<file path="config.mk">
export PLATFORM = sky130hd
export DESIGN_NAME = acq_presum
export DESIGN_NICKNAME = d
export VERILOG_FILES = /design/src/rtl/acq_presum.sv
export SDC_FILE = /design/constraint.sdc
export NUM_CORES = 1
export LEC_CHECK = 0
export ABC_AREA = 1
export BUFFER_PORTS_ARGS = -buffer_cell sky130_fd_sc_hd__buf_4
export CAP_MARGIN = 20
export CORE_ASPECT_RATIO = 0.8
export CORE_MARGIN = 1.5
export CORE_UTILIZATION = 50
export DETAILED_ROUTE_END_ITERATION = 10
export PLACE_DENSITY = 0.82
export SYNTH_ARGS = -nofsm -noshare
export SYNTH_HDL_FRONTEND = slang
export SYNTH_SLANG_ARGS = --single-unit
</file>
<file path="constraint.sdc">
create_clock -name rf_clk -period 6.3 [get_ports rf_clk]
set_input_delay 1.26 -clock rf_clk [delete_from_list [all_inputs] [get_ports rf_clk]]
set_output_delay 1.26 -clock rf_clk [all_outputs]
set_load 0.05 [all_outputs]
</file>
<file path="src/rtl/acq_presum.sv">
// ---------------------------------------------------------------------------
// acq_presum -- I/Q presummer and 2-bit sign/magnitude quantizer.
//
// Accumulates `decim` signed samples per block (0 -> 1, clamped to DECIM_MAX).
// It quantizes each block sum to sign and magnitude (|sum| >= thresh_cur).
// Each result is emitted with a one-cycle we_sum strobe.
//
// Optional feature macro: ACQ_PRESUM_AGC_EN
//   defined   -> adaptive threshold, adjusted once per 128-result window
//   undefined -> thresh_cur is loaded from thresh_in only while disabled
//
// Ports
//   rf_clk, rf_resetn      clock, asynchronous active-low reset
//   enable                 run; low discards the partial block
//   decim     [DECIM_W]    samples per block
//   thresh_in [ACC_W]      unsigned magnitude threshold (seed)
//   I_in, Q_in [IN_W]      signed samples, qualified by valid_in
//   I/Q_sum_sig, _mag      registered quantized result (held between strobes)
//   we_sum                 single-cycle result strobe
//   thresh_cur [ACC_W]     threshold currently applied
// ---------------------------------------------------------------------------
module acq_presum #(
    parameter int IN_W      = 8,
    parameter int DECIM_MAX = 16,
    parameter int DECIM_W   = $clog2(DECIM_MAX + 1),
    parameter int ACC_W     = IN_W + $clog2(DECIM_MAX)
) (
    input  logic               rf_clk,
    input  logic               rf_resetn,
    input  logic               enable,
    input  logic [DECIM_W-1:0] decim,
    input  logic [ACC_W-1:0]   thresh_in,
    input  logic [IN_W-1:0]    I_in,
    input  logic [IN_W-1:0]    Q_in,
    input  logic               valid_in,
    output logic               I_sum_sig,
    output logic               I_sum_mag,
    output logic               Q_sum_sig,
    output logic               Q_sum_mag,
    output logic               we_sum,
    output logic [ACC_W-1:0]   thresh_cur
);

    logic [DECIM_W-1:0] count_q, count_d, len_q, len_d;
    logic [ACC_W-1:0]   acc_i_q, acc_i_d, acc_q_q, acc_q_d;
    logic [ACC_W-1:0]   thresh_q, thresh_d;
    logic               i_sig_q, i_sig_d, i_mag_q, i_mag_d;
    logic               q_sig_q, q_sig_d, q_mag_q, q_mag_d;
    logic               we_q, we_d;

    logic [DECIM_W-1:0] eff_decim, cur_len;
    logic [ACC_W-1:0]   sum_i, sum_q, abs_i, abs_q;
    logic               last, mag_i, mag_q;

`ifdef ACQ_PRESUM_AGC_EN
    logic [6:0] win_q, win_d;      // results seen in the current window
    logic [8:0] ones_q, ones_d;    // magnitude-one decisions (max 256)
    logic [8:0] ones_total;
`endif

    // NOTE: every signal written here gets a default first so no latch is inferred.
    always_comb begin
        eff_decim = decim;
        if (decim == '0)
            eff_decim = DECIM_W'(1);
        else if (decim > DECIM_W'(DECIM_MAX))
            eff_decim = DECIM_W'(DECIM_MAX);

        // A block's length is fixed when its first sample arrives.
        cur_len = (count_q == '0) ? eff_decim : len_q;

        sum_i = acc_i_q + {{(ACC_W-IN_W){I_in[IN_W-1]}}, I_in};
        sum_q = acc_q_q + {{(ACC_W-IN_W){Q_in[IN_W-1]}}, Q_in};
        // Unsigned magnitude; the most negative sum maps to 2^(ACC_W-1).
        abs_i = sum_i[ACC_W-1] ? (~sum_i + ACC_W'(1)) : sum_i;
        abs_q = sum_q[ACC_W-1] ? (~sum_q + ACC_W'(1)) : sum_q;
        mag_i = (abs_i >= thresh_q);
        mag_q = (abs_q >= thresh_q);

        last = enable && valid_in && (count_q == cur_len - DECIM_W'(1));

        count_d  = count_q;
        len_d    = len_q;
        acc_i_d  = acc_i_q;
        acc_q_d  = acc_q_q;
        thresh_d = thresh_q;
        i_sig_d  = i_sig_q;
        i_mag_d  = i_mag_q;
        q_sig_d  = q_sig_q;
        q_mag_d  = q_mag_q;
        we_d     = last;

`ifdef ACQ_PRESUM_AGC_EN
        win_d      = win_q;
        ones_d     = ones_q;
        ones_total = ones_q + 9'(mag_i) + 9'(mag_q);
`endif

        if (!enable) begin
            count_d  = '0;
            acc_i_d  = '0;
            acc_q_d  = '0;
            thresh_d = thresh_in;
`ifdef ACQ_PRESUM_AGC_EN
            win_d    = '0;
            ones_d   = '0;
`endif
        end else if (valid_in) begin
            if (count_q == '0)
                len_d = eff_decim;
            if (last) begin
                count_d = '0;
                acc_i_d = '0;
                acc_q_d = '0;
                i_sig_d = sum_i[ACC_W-1];
                i_mag_d = mag_i;
                q_sig_d = sum_q[ACC_W-1];
                q_mag_d = mag_q;
`ifdef ACQ_PRESUM_AGC_EN
                win_d = win_q + 7'd1;          // wraps to 0 at window end
                if (win_q == 7'd127) begin
                    ones_d = '0;
                    if (ones_total > 9'd96 && thresh_q != '1)
                        thresh_d = thresh_q + ACC_W'(1);
                    else if (ones_total < 9'd64 && thresh_q > ACC_W'(1))
                        thresh_d = thresh_q - ACC_W'(1);
                end else begin
                    ones_d = ones_total;
                end
`endif
            end else begin
                count_d = count_q + DECIM_W'(1);
                acc_i_d = sum_i;
                acc_q_d = sum_q;
            end
        end
    end

    // NOTE: sequential state is updated with non-blocking assignments only.
    always_ff @(posedge rf_clk or negedge rf_resetn) begin
        if (!rf_resetn) begin
            count_q  <= '0;
            len_q    <= '0;
            acc_i_q  <= '0;
            acc_q_q  <= '0;
            thresh_q <= ACC_W'(1);
            i_sig_q  <= 1'b0;
            i_mag_q  <= 1'b0;
            q_sig_q  <= 1'b0;
            q_mag_q  <= 1'b0;
            we_q     <= 1'b0;
`ifdef ACQ_PRESUM_AGC_EN
            win_q    <= '0;
            ones_q   <= '0;
`endif
        end else begin
            count_q  <= count_d;
            len_q    <= len_d;
            acc_i_q  <= acc_i_d;
            acc_q_q  <= acc_q_d;
            thresh_q <= thresh_d;
            i_sig_q  <= i_sig_d;
            i_mag_q  <= i_mag_d;
            q_sig_q  <= q_sig_d;
            q_mag_q  <= q_mag_d;
            we_q     <= we_d;
`ifdef ACQ_PRESUM_AGC_EN
            win_q    <= win_d;
            ones_q   <= ones_d;
`endif
        end
    end

    assign I_sum_sig  = i_sig_q;
    assign I_sum_mag  = i_mag_q;
    assign Q_sum_sig  = q_sig_q;
    assign Q_sum_mag  = q_mag_q;
    assign we_sum     = we_q;
    assign thresh_cur = thresh_q;

endmodule

</file>
After elaboration in Yosys (flattened, before gate mapping)
Index checks and enable logic that the tools add are counted.
- flip-flop bits (word level): 51
- latch bits: 0
- bits in writable memories: 0
- memory bits (read-only): 0
- input bits: 37
- output and inout port bits: 17
- memories: 0
- $add $sub $neg: 6
- $mul: 0
- divide/modulo/power cells: 0
- magnitude comparators: 3
- eq/ne operators: 2
- shifts and indexed selects: 0
- mux-type cells: 14
- bitwise logic cells: 2
- reduce and logical (&&, ||, !) cells: 6
- operators by type and width (kind ; number):
    2-to-1 mux 12 bit ; 8
    2-to-1 mux 5 bit ; 6
    adder 12 x 1 -> 12 bit (second input constant) ; 2
    adder 12 bit ; 2
    greater-or-equal comparator 12 bit ; 2
    inverter 12 bit ; 2
    logical NOT 5 bit ; 2
    adder 5 x 1 -> 5 bit (second input constant) ; 1
    == test 5 bit ; 1
    > comparator 5 bit (second input constant) ; 1
    subtractor 5 x 1 -> 5 bit (second input constant) ; 1
    AND reduction 3 bit ; 1
    logical AND 1 bit ; 2
    != test 2 x 1 -> 1 bit (second input constant) ; 1
    AND reduction 2 bit ; 1

Depth between registers and ports, before layout
Gate-level depths: netlist of run 1.
- word-level depth: 10
- mapped depth: 23
- gate-level depth less buffers: 23

Worst setup path after synthesis of run 1
Ideal clock, no wire load.
- path kind: in2reg
- start: in Q_in[0]
- end: reg q_mag_q, in the netlist Q_sum_mag
- setup time: 118 ps
- arrival time: 3741 ps
- slack: 2441 ps
- cell stages on the path: 22
- buffers on the path: 0
- cell sequence: ha_1 -> fa_1 -> inv_1 -> ha_1 -> inv_1 -> nor2_1 -> nand3_1 -> nor2_1 -> nand2_1 -> nor2_1 -> nand4_1 -> nand2_1 -> nand2_1 -> nand2_1 -> inv_1 -> ha_1 -> nand2_1 -> nor2_1 -> a211oi_1 -> nand4_1 -> nand2_1 -> nand2_1
- cells in the longest elaborated chain, start to end: 5
- RTL lines (element ; line ; text):
    start, declared ; 34 ; input logic [IN_W-1:0] Q_in,
    adder 12 bit * ; 73 ; sum_q = acc_q_q + {{(ACC_W-IN_W){Q_in[IN_W-1]}}, Q_in};
    inverter 12 bit ; 76 ; abs_q = sum_q[ACC_W-1] ? (~sum_q + ACC_W'(1)) : sum_q;
    adder 12 x 1 -> 12 bit ; 76 ;
    2-to-1 mux 12 bit * ; 76 ;
    greater-or-equal comparator 12 bit * ; 78 ; mag_q = (abs_q >= thresh_q);
    end signal, assigned ; 165 ; q_mag_q <= q_mag_d;
    end, declared ; 48 ; logic q_sig_q, q_sig_d, q_mag_q, q_mag_d;
Mark *: on every way between the ends. The rest lies on a longest branch, timed or not.
A chain may end at the register's enable or synchronous reset.

Worst setup path in the final report of run 1
Ends and elaborated chain as after synthesis.

==> flow_summary.toml, run 1 <==
[global_routing]
global_route.overflow_total = 0
grt_max_degree = 52
use_met3 = 0.0593
grt_use_met2 = 0.373
antenna_found_initial = 0
grt_util_all_layers = 0.247
first_pass_grt_wire_length_mm = 20.4
first_global_vias = 4382
global_route.usage.met1 = 0.360
grt-busiest-layer = "met2"

[worst_setup_path]
worstPathMaxFanout = 4
setup.worst_path.class = "primary input to register"
worst_setup_path_end_kind = "register"
start_kind = "primary input"
worstReg2RegEnd = "Q_sum_mag"
crit_path_frequent_cell = "sky130_fd_sc_hd__nand2_1"
crit_path_start = "Q_in[0]"
critPathMaxStageDelay_ns = 0.49
critical_path_required_ns = 6.50
crit_path_cell_trace = "buf_4 > ha_1 > fa_1 > inv_1 > ha_1 > inv_1 > nor2_1 > nand3_1 > nor2_1 > nand2_1 > nor2_1 > nand4_1 > nand2_1 > nand2_1 > nand2_1 > inv_1 > ha_1 > nand2_1 > nor2_1 > a211oi_1 > nand4_1 > nand2_1 > nand2_1"
critical_path_arrival_ns = 4.29
worst_path_buf_inv = 4
crit_path_top_delay_cell = "sky130_fd_sc_hd__fa_1"
cp-endpoint = "Q_sum_mag"
reg2regPathDepth = 22
r2r-start = "acc_q_q[0]"
critical_path.top_delay_family = "simple AND/OR/NAND/NOR gates"
reg2reg_slack_ns = 2.90
crit_cells = 23

[detailed_routing]
detail_route_antenna_nets = 0
viasPerCell = 5.40
avgRoutedWirePerCell_um = 14.0
detailroute.via_count = 4662
remaining_drc_errors = 0
detail_route.wirelength_mm = 12.1
detail_route.iter0.violations = 280
drtPass1Iterations = 6

[floorplan]
die_width_um = 112
placement_rows = 31
die_area_um2 = 10000
initial_utilization = 0.518
design.core.area_um2 = 9110
floorplan.io_pins = 54
die_h_um = 89.9

[final_layout]
final_util = 0.589
area_growth_pct = 13.7
final.fill_count = 852
drive_above_1_share = 0.134
antenna_cells = 0
nets = 837

[synthesis]
yosys.cell_count.top_type = "sky130_fd_sc_hd__nand2_1"
synthTopCellsByArea = "sky130_fd_sc_hd__dfrtp_1, sky130_fd_sc_hd__nand2_1, sky130_fd_sc_hd__ha_1"
share_of_synthesized_cell_area_in_and_or_nand_and_nor_gates = 0.340
synth.area.mux_share = 0
dominantRegCellSynth = "sky130_fd_sc_hd__dfrtp_1"
netlist_instances = 697
yosys_warnings = 0
async_reset_ff_frac = 1.00
avgSynthCellArea_um2 = 6.78
synth-seq-area-share = 0.270
synth_area_leader_cell = "sky130_fd_sc_hd__dfrtp_1"
fraction_of_the_mapped_netlist_area_in_compound_gates = 0.112
synth.top_cells.by_count = "sky130_fd_sc_hd__nand2_1, sky130_fd_sc_hd__inv_1, sky130_fd_sc_hd__nand3_1, sky130_fd_sc_hd__ha_1, sky130_fd_sc_hd__dfrtp_1"
syn-cell-area_um2 = 4720
net_count_of_the_mapped_netlist = 787
synth.top_cell.area_share = 0.265
synth_top_family_by_area = "simple AND/OR/NAND/NOR gates"
ys_seq_elements = 51
post_synth_num_cell_types = 35
post_synth_xor_area_fraction = 0.0315
synthAdderAreaFrac = 0.144
synth-edff-count = 0

[pwr]
power_density_nw_per_um2 = 357
p_clk_frac = 0.152
worst_ir_drop_vdd_mv = 0.268
power.internal_uw = 962
seqPwrFrac = 0.228
sw_frac_of_total = 0.497
netSwitchingPower_uw = 952
gate_power_share = 0.620
leak_pwr_uw = 0.00306

[sta]
worst_slew_margin = 0.540
total_count_of_max_transition_violations_in_the_final_report = 0
hold_ws_ns = 0.490
setup_slack_ns = 2.21
setup-tns-final_ns = 0
min_period_over_period = 0.649
fin_skew_ns = 0.00736
actual_slew_at_the_worst_max_slew_pin_ns = 0.690
setup_viol_count_final = 0
final-hold-violation-count = 0
finalWorstPathRequiredPeriod_ns = 4.09
achievable-frequency_mhz = 245
rsz0062_at_grt = "no"

[placement]
detailed_place_hpwl_mm = 9.35
detailedPlace.worstSlack_ns = 1.99
number_of_port_buffers = 53
gp_congestion = 0.957

[clock_tree]
worst_skew_pair.late_latency_ns = 0.30
post-cts-setup-buffers = 0
maximum_clock_insertion_buffer_count = 2
clk_pin_slew_ns = 0.07
ctsHoldBuffers = 0
tritoncts.num_buffers = 5
cts_resized = 0
cts-htree-levels = 2
tritoncts = "done"
root_buffer = "sky130_fd_sc_hd__clkbuf_16"
clkSinkCount = 51

[run_status]
status = "finished clean"

[worst_hold_path]
timing.hold.worst.class = "register to register"

[flow_run]
timing.max_cap.violations = 0
per-stage QoR:
step           area (um^2)  std cells  power [uW]
5_1_grt               5370        863        2100
2_1_floorplan         4720        697        1340
6_report              5370        863        1910
4_1_cts               5370        863        1900
3_3_place_gp          5220        855        1540
3_5_place_dp          5220        855        1600
how the worst min path moves through the flow:
stage	from	end	slack [ns]	cells after the start
after floorplan	acc_i_q[2]	acc_i_q[2]	0.45	2
after global placement	Q_sum_sig	Q_sum_sig	0.47	2
after detailed placement	acc_i_q[7]	acc_i_q[7]	0.48	2
after CTS	acc_q_q[6]	acc_q_q[6]	0.49	2
after global routing	I_sum_sig	I_sum_sig	0.51	2
final	acc_q_q[8]	acc_q_q[8]	0.49	2
logic make-up (layout without fill, tap and decap cells):
| group | after synthesis | count (layout) |
|---|---|---|
| flops | 51 | 51 |
| fa+ha+maj | 53 | 53 |
| simple gates | 369 | 369 |
| buf+inv | 124 | 175 |
| compound gates | 83 | 83 |
| xor+xnor | 17 | 17 |
sequential cells by signal, indices dropped and copies added, names as in the netlist:
register	cells
acc_i_q	12
acc_q_q	12
thresh_cur	12
count_q	5
len_q	5
I_sum_mag	1
I_sum_sig	1
Q_sum_mag	1
Q_sum_sig	1
we_sum	1
placed cells by master, fill, tap and decap left out, types with 3 or more instances in the layout:
| cell | instances |
|---|---|
| sky130_fd_sc_hd__a21oi_1 | 16 |
| sky130_fd_sc_hd__a31oi_1 | 7 |
| sky130_fd_sc_hd__buf_4 | 55 |
| sky130_fd_sc_hd__clkbuf_16 | 5 |
| sky130_fd_sc_hd__dfrtp_1 | 50 |
| sky130_fd_sc_hd__ha_1 | 51 |
| sky130_fd_sc_hd__inv_1 | 108 |
| sky130_fd_sc_hd__inv_2 | 3 |
| sky130_fd_sc_hd__nand2_1 | 228 |
| sky130_fd_sc_hd__nand3_1 | 61 |
| sky130_fd_sc_hd__nand3b_1 | 3 |
| sky130_fd_sc_hd__nand4_1 | 18 |
| sky130_fd_sc_hd__nor2_1 | 35 |
| sky130_fd_sc_hd__nor2_2 | 4 |
| sky130_fd_sc_hd__nor2_4 | 3 |
| sky130_fd_sc_hd__nor3_1 | 9 |
| sky130_fd_sc_hd__o21ai_0 | 29 |
| sky130_fd_sc_hd__o21ai_1 | 3 |
| sky130_fd_sc_hd__o21ai_2 | 19 |
| sky130_fd_sc_hd__o21bai_1 | 4 |
| sky130_fd_sc_hd__xnor2_1 | 4 |
| sky130_fd_sc_hd__xor2_1 | 13 |
layout make-up:
class / instances / area (um^2) / share of cell area
multi-input cells: 522 / 2960 / 0.552
flip-flops and latches: 51 / 1280 / 0.238
inverters: 112 / 420 / 0.0783
repair buffers: 55 / 413 / 0.0769
well taps: 115 / 144 / 0.0268
clock buffers: 7 / 143 / 0.0266
clock inverters: 1 / 8.76 / 0.00163
metal layers:
layer | up-vias | wire [um]
li1 | 2346 | -
met4 | 0 | 142
met2 | 164 | 5150
met1 | 2131 | 5970
met5 | - | 0
met3 | 21 | 812
power by group through the flow:
stage          Sequential [uW]  Combinational (uW)  Clock, uW
2_1_floorplan              481                 855          0
4_1_cts                    436                1170        296
5_1_grt                    445                1350        308
6_report                   437                1190        291
3_5_place_dp               442                1160          0
3_3_place_gp               439                1100          0
tightest hold or removal path, delay by kind of cell (launching register included):
family,cells,cell delay (ns)
AND/OR/NAND/NOR,1,0.07
flip-flops,1,0.35
AO/OA/AOI/OAI,1,0.05
Power figures use the tool's default switching activity.
==> run 2, diff against run 1 <==
Settings changed: PLACE_DENSITY 0.82 to 0.85.
Clock period 6.3 ns to 3.6 ns, I/O delays scaled along.
==> run 2 against run 1 <==
Hold slack worse by 0.029 ns. Sequential cell count stayed put. Combinational power rose by 81%. First-iteration DRC count increased by 31%. Sequential power rose by 75%. Critical path type unchanged. Critical endpoint unchanged.
==> flow_summary.toml, run 2 (synthesized netlist as in run 1, its figures left out) <==
[final_layout]
area_growth_pct = 15.5
antenna_cells = 0
final_std_cell_area_no_fill_um2 = 5460
drive_above_1_share = 0.149
final_common_cell = "sky130_fd_sc_hd__nand2_1"
final_cell_mix = "sky130_fd_sc_hd__nand2_1, sky130_fd_sc_hd__inv_1, sky130_fd_sc_hd__buf_4"
nets = 847

[pwr]
worst_ir_drop_vdd_mv = 0.369
leak_pwr_uw = 0.00311
power_density_nw_per_um2 = 627

[sta]
finalWorstPathRequiredPeriod_ns = 3.38
total_count_of_max_transition_violations_in_the_final_report = 0
fin_skew_ns = 0.00853
min_period_over_period = 0.940
setup_slack_ns = 0.217
actual_slew_at_the_worst_max_slew_pin_ns = 0.736
worst_slew_margin = 0.509
final-hold-violation-count = 0
achievable-frequency_mhz = 296
setup_viol_count_final = 0
rsz0062_at_grt = "no"

[clock_tree]
tritoncts = "done"
root_buffer = "sky130_fd_sc_hd__clkbuf_16"
tritoncts.num_buffers = 5
post-cts-setup-buffers = 0
worst_skew_pair.late_latency_ns = 0.30
clk_pin_slew_ns = 0.07
cts-htree-levels = 2
maximum_clock_insertion_buffer_count = 2
clkSinkCount = 51

[global_routing]
grt_max_degree = 52
first_global_vias = 4411
first_pass_grt_wire_length_mm = 20.1
global_route.overflow_total = 0
antenna_found_initial = 0
grt_util_all_layers = 0.243

[floorplan]
design.core.area_um2 = 9110
floorplan.io_pins = 54
initial_utilization = 0.518
die_area_um2 = 10000
die_h_um = 89.9
placement_rows = 31
die_width_um = 112

[detailed_routing]
detail_route.wirelength_mm = 12.3
detail_route_antenna_nets = 0
detailroute.via_count = 4784
viasPerCell = 5.48
drtPass1Iterations = 5
detail_route.iter0.violations = 366
remaining_drc_errors = 0
avgRoutedWirePerCell_um = 14.0

[worst_setup_path]
worstPathMaxFanout = 3
crit_path_top_delay_cell = "sky130_fd_sc_hd__fa_1"
setup.worst_path.class = "primary input to register"
critPathMaxStageDelay_ns = 0.46
critical_path_required_ns = 3.79
worst_setup_path_end_kind = "register"
start_kind = "primary input"
crit_path_frequent_cell = "sky130_fd_sc_hd__nand2_1"
critical_path.top_delay_family = "simple AND/OR/NAND/NOR gates"
crit_path_cell_trace = "buf_4 > ha_1 > fa_1 > inv_1 > ha_1 > inv_1 > nor2_1 > nand3_1 > nor2_1 > nand2_1 > nor2_2 > nand4_1 > nand2_1 > nand2_1 > nand2_1 > inv_1 > ha_1 > nand2_1 > nor2_1 > a211oi_1 > nand4_1 > nand2_1 > nand2_1"
worst_path_buf_inv = 4
critical_path_arrival_ns = 3.57

[placement]
number_of_port_buffers = 53
detailedPlace.worstSlack_ns = -0.0824
post_dp_cell_area_um2 = 5290
gp_congestion = 0.904
detailed_place_hpwl_mm = 9.53

[flow_run]
timing.max_cap.violations = 0

[run_status]
status = "finished clean"

[worst_hold_path]
timing.hold.worst.class = "primary input to asynchronous set/reset pin"
-- run 2: cell types whose count changed in the layout (fill, tap and decap cells not counted), sizes merged --
cell      change
clkinvlp      +1
clkbuf        -1
buf          +10
-- run 2: area by class of cell --
cell class	count	area, um^2
flip-flops and latches	51	1280
clock inverters	2	16.3
inverters	112	420
multi-input cells	522	2970
well taps	115	144
repair buffers	65	488
fillers	828	3660
clock buffers	6	139
-- run 2: where the power goes --
group	switching [uW]	internal (uW)	total, uW	leakage [uW]
Sequential	80.4	683	763	0.000659
Combinational	1380	768	2150	0.00237
Clock	228	279	507	0.0000731
Total	1690	1730	3420	0.00311
-- run 2: repair_timing --
action,4_1_cts,5_1_grt
hold endpoints to repair,0,0
hold buffers,0,0
endpoints found under the setup margin,0,2
gates resized for setup,0,3
-- run 2: final timing paths --
path / start / end / slack [ns] / depth (start not counted)
setup reg to reg: acc_q_q[0] / Q_sum_mag / 0.36 / 22
min in group rf_clk: acc_i_q[6] / acc_i_q[6] / 0.49 / 2
max in group asynchronous: rf_resetn / thresh_cur[7] / 2.69 / 1
hold reg to reg: acc_i_q[6] / acc_i_q[6] / 0.49 / 2
hold / removal: rf_resetn / acc_q_q[1] / 0.46 / 1
setup / recovery: Q_in[0] / Q_sum_mag / 0.22 / 23
-- run 2: stage by stage --
| step | setup TNS [ns] | instances | hold slack (ns) | util | total power, uW |
|---|---|---|---|---|---|
| final | 0 | 873 | 0.460 | 0.598 | 3420 |
| after global routing | 0 | 873 | 0.519 | 0.598 | 3730 |
| after CTS | 0 | 873 | 0.487 | 0.597 | 3390 |
| after detailed placement | -0.137 | 865 | 0.479 | 0.580 | 2870 |
| after global placement | 0 | 865 | 0.467 | 0.580 | 2750 |
| after floorplan | 0 | 697 | 0.424 | - | 2340 |
-- run 2: metal layers --
layer / part of all wire / global-route usage / vias up
li1: - / - / 2362
met1: 0.46 / 0.342 / 2176
met2: 0.44 / 0.389 / 229
met3: 0.090 / 0.0418 / 17
met4: 0.014 / 0.0591 / 0
met5: 0 / 0 / -
==> run 3, diff against run 2 <==
Settings changed: CORE_ASPECT_RATIO 0.8 to 0.75, CORE_MARGIN 1.5 to 3.
==> run 3 against run 2 <==
Global-route usage down 1.5 points. Combinational power about the same. Setup slack better by 0.023 ns. Sequential cell count did not move. Non-clock buffer count unchanged. Design area up 0.76%. Clock skew rose by 0.00095 ns. Fmax grew 0.70%. Clock power increased by 12%.
==> flow_summary.toml, run 3 (synthesized netlist as in run 1, its figures left out) <==
[run_status]
status = "finished clean"

[detailed_routing]
viasPerCell = 5.33
detail_route.wirelength_mm = 12.3
detail_route_antenna_nets = 0
detail_route.iter0.violations = 342
avgRoutedWirePerCell_um = 13.9
drtPass1Iterations = 5
remaining_drc_errors = 0
detailroute.via_count = 4718

[final_layout]
final-instance-count-excl-fill = 886
area_growth_pct = 16.4
drive_above_1_share = 0.152
final_cell_mix = "sky130_fd_sc_hd__nand2_1, sky130_fd_sc_hd__inv_1, sky130_fd_sc_hd__buf_4"
nets = 847
final_common_cell = "sky130_fd_sc_hd__nand2_1"
antenna_cells = 0

[worst_setup_path]
critical_path_arrival_ns = 3.55
worst_setup_path_end_kind = "register"
reg2regPathDepth = 22
reg2reg_slack_ns = 0.39
crit_path_frequent_cell = "sky130_fd_sc_hd__nand2_1"
start_kind = "primary input"
crit_path_top_delay_cell = "sky130_fd_sc_hd__fa_1"
worstReg2RegEnd = "Q_sum_mag"
critical_path_required_ns = 3.79
critPathMaxStageDelay_ns = 0.46
r2r-start = "acc_q_q[0]"
worstPathMaxFanout = 3
crit_path_cell_trace = "buf_4 > ha_1 > fa_1 > inv_1 > ha_1 > inv_1 > nor2_2 > nand3_1 > nor2_1 > nand2_1 > nor2_2 > nand4_1 > nand2_1 > nand2_1 > nand2_1 > inv_1 > ha_1 > nand2_1 > nor2_1 > a211oi_1 > nand4_1 > nand2_1 > nand2_1"
setup.worst_path.class = "primary input to register"

[global_routing]
grt_max_degree = 52
global_route.overflow_total = 0
first_global_vias = 4393
antenna_found_initial = 0
first_pass_grt_wire_length_mm = 20.0
grt_util_all_layers = 0.228

[pwr]
power_density_nw_per_um2 = 632
leak_pwr_uw = 0.00312
worst_ir_drop_vdd_mv = 0.323

[placement]
placed_cells = 878
detailedPlace.worstSlack_ns = -0.186
number_of_port_buffers = 53
detailed_place_hpwl_mm = 9.58
gp_congestion = 0.911

[sta]
hold_ws_ns = 0.448
setup_slack_ns = 0.241
fin_skew_ns = 0.00948
worst_slew_margin = 0.546
finalWorstPathRequiredPeriod_ns = 3.36
actual_slew_at_the_worst_max_slew_pin_ns = 0.681
min_period_over_period = 0.933
setup_viol_count_final = 0
achievable-frequency_mhz = 298
total_count_of_max_transition_violations_in_the_final_report = 0
final-hold-violation-count = 0

[worst_hold_path]
timing.hold.worst.class = "primary input to asynchronous set/reset pin"

[clock_tree]
cts-htree-levels = 2
tritoncts = "done"
maximum_clock_insertion_buffer_count = 2
worst_skew_pair.late_latency_ns = 0.30
post-cts-setup-buffers = 0
tritoncts.num_buffers = 5
clk_pin_slew_ns = 0.07
clkSinkCount = 51
root_buffer = "sky130_fd_sc_hd__clkbuf_16"
ctsHoldBuffers = 0

[floorplan]
die_area_um2 = 10700
initial_utilization = 0.518
floorplan.io_pins = 54
die_width_um = 118
die_h_um = 90.2
design.core.area_um2 = 9120
placement_rows = 30

[flow_run]
timing.max_cap.violations = 0
[run 3: cell count changes in the layout (fill, tap and decap cells not counted), sizes merged]
cell,delta
clkbuf,-1
bufinv,+1
inv,+1
clkinvlp,-1
[run 3: power breakdown]
part           switching [uW]  leakage (uW)  internal (uW)
registers                84.5      0.000659            683
clock network             235     0.0000844            332
logic                    1370       0.00237            768
total                    1690       0.00312           1780
[run 3: area by class of cell]
| cell class | instances | area (um^2) |
|---|---|---|
| Multi-Input combinational cell | 522 | 2980 |
| Sequential cell | 51 | 1280 |
| Clock inverter | 3 | 47.5 |
| Fill cell | 837 | 3620 |
| Clock buffer | 5 | 125 |
| Timing Repair Buffer | 65 | 488 |
| Inverter | 112 | 420 |
| Tap cell | 128 | 160 |
[run 3: repair_timing]
item,CTS,global route
gates resized for setup,0,5
endpoints found under the setup margin,0,2
hold endpoints to repair,0,0
[run 3: metal layers]
layer	global-route usage	wire, um	vias up	part of all wire
met2	0.349	5350	191	0.44
met5	0	0	-	0
met3	0.0528	1040	19	0.084
met4	0.0585	153	0	0.012
met1	0.324	5740	2146	0.47
li1	-	-	2362	-
[run 3: how the worst max path moves through the flow]
stage | cells after the start | to | from
CTS | 17 | I_sum_mag | I_in[0]
detailed placement | 17 | I_sum_mag | I_in[0]
floorplan | 22 | Q_sum_mag | Q_in[0]
finish | 23 | Q_sum_mag | Q_in[0]
global placement | 17 | I_sum_mag | I_in[0]
global route | 23 | Q_sum_mag | Q_in[0]
[run 3: worst max-delay path: cells and delay by family]
kind | cells | cell delay, ns
simple gates | 14 | 1.23
fa+ha+maj | 4 | 1.14
buf+inv | 4 | 0.31
compound gates | 1 | 0.16
[run 3: per-stage QoR]
| step | total power (uW) | instance area, um^2 | util | TNS, ns |
|---|---|---|---|---|
| after floorplan | 2340 | 4720 | - | 0 |
| after global placement | 2740 | 5310 | 0.582 | -0.0290 |
| after detailed placement | 2860 | 5310 | 0.582 | -0.234 |
| after CTS | 3450 | 5480 | 0.601 | 0 |
| after global routing | 3790 | 5500 | 0.603 | -0.0150 |
| final | 3470 | 5500 | 0.603 | 0 |
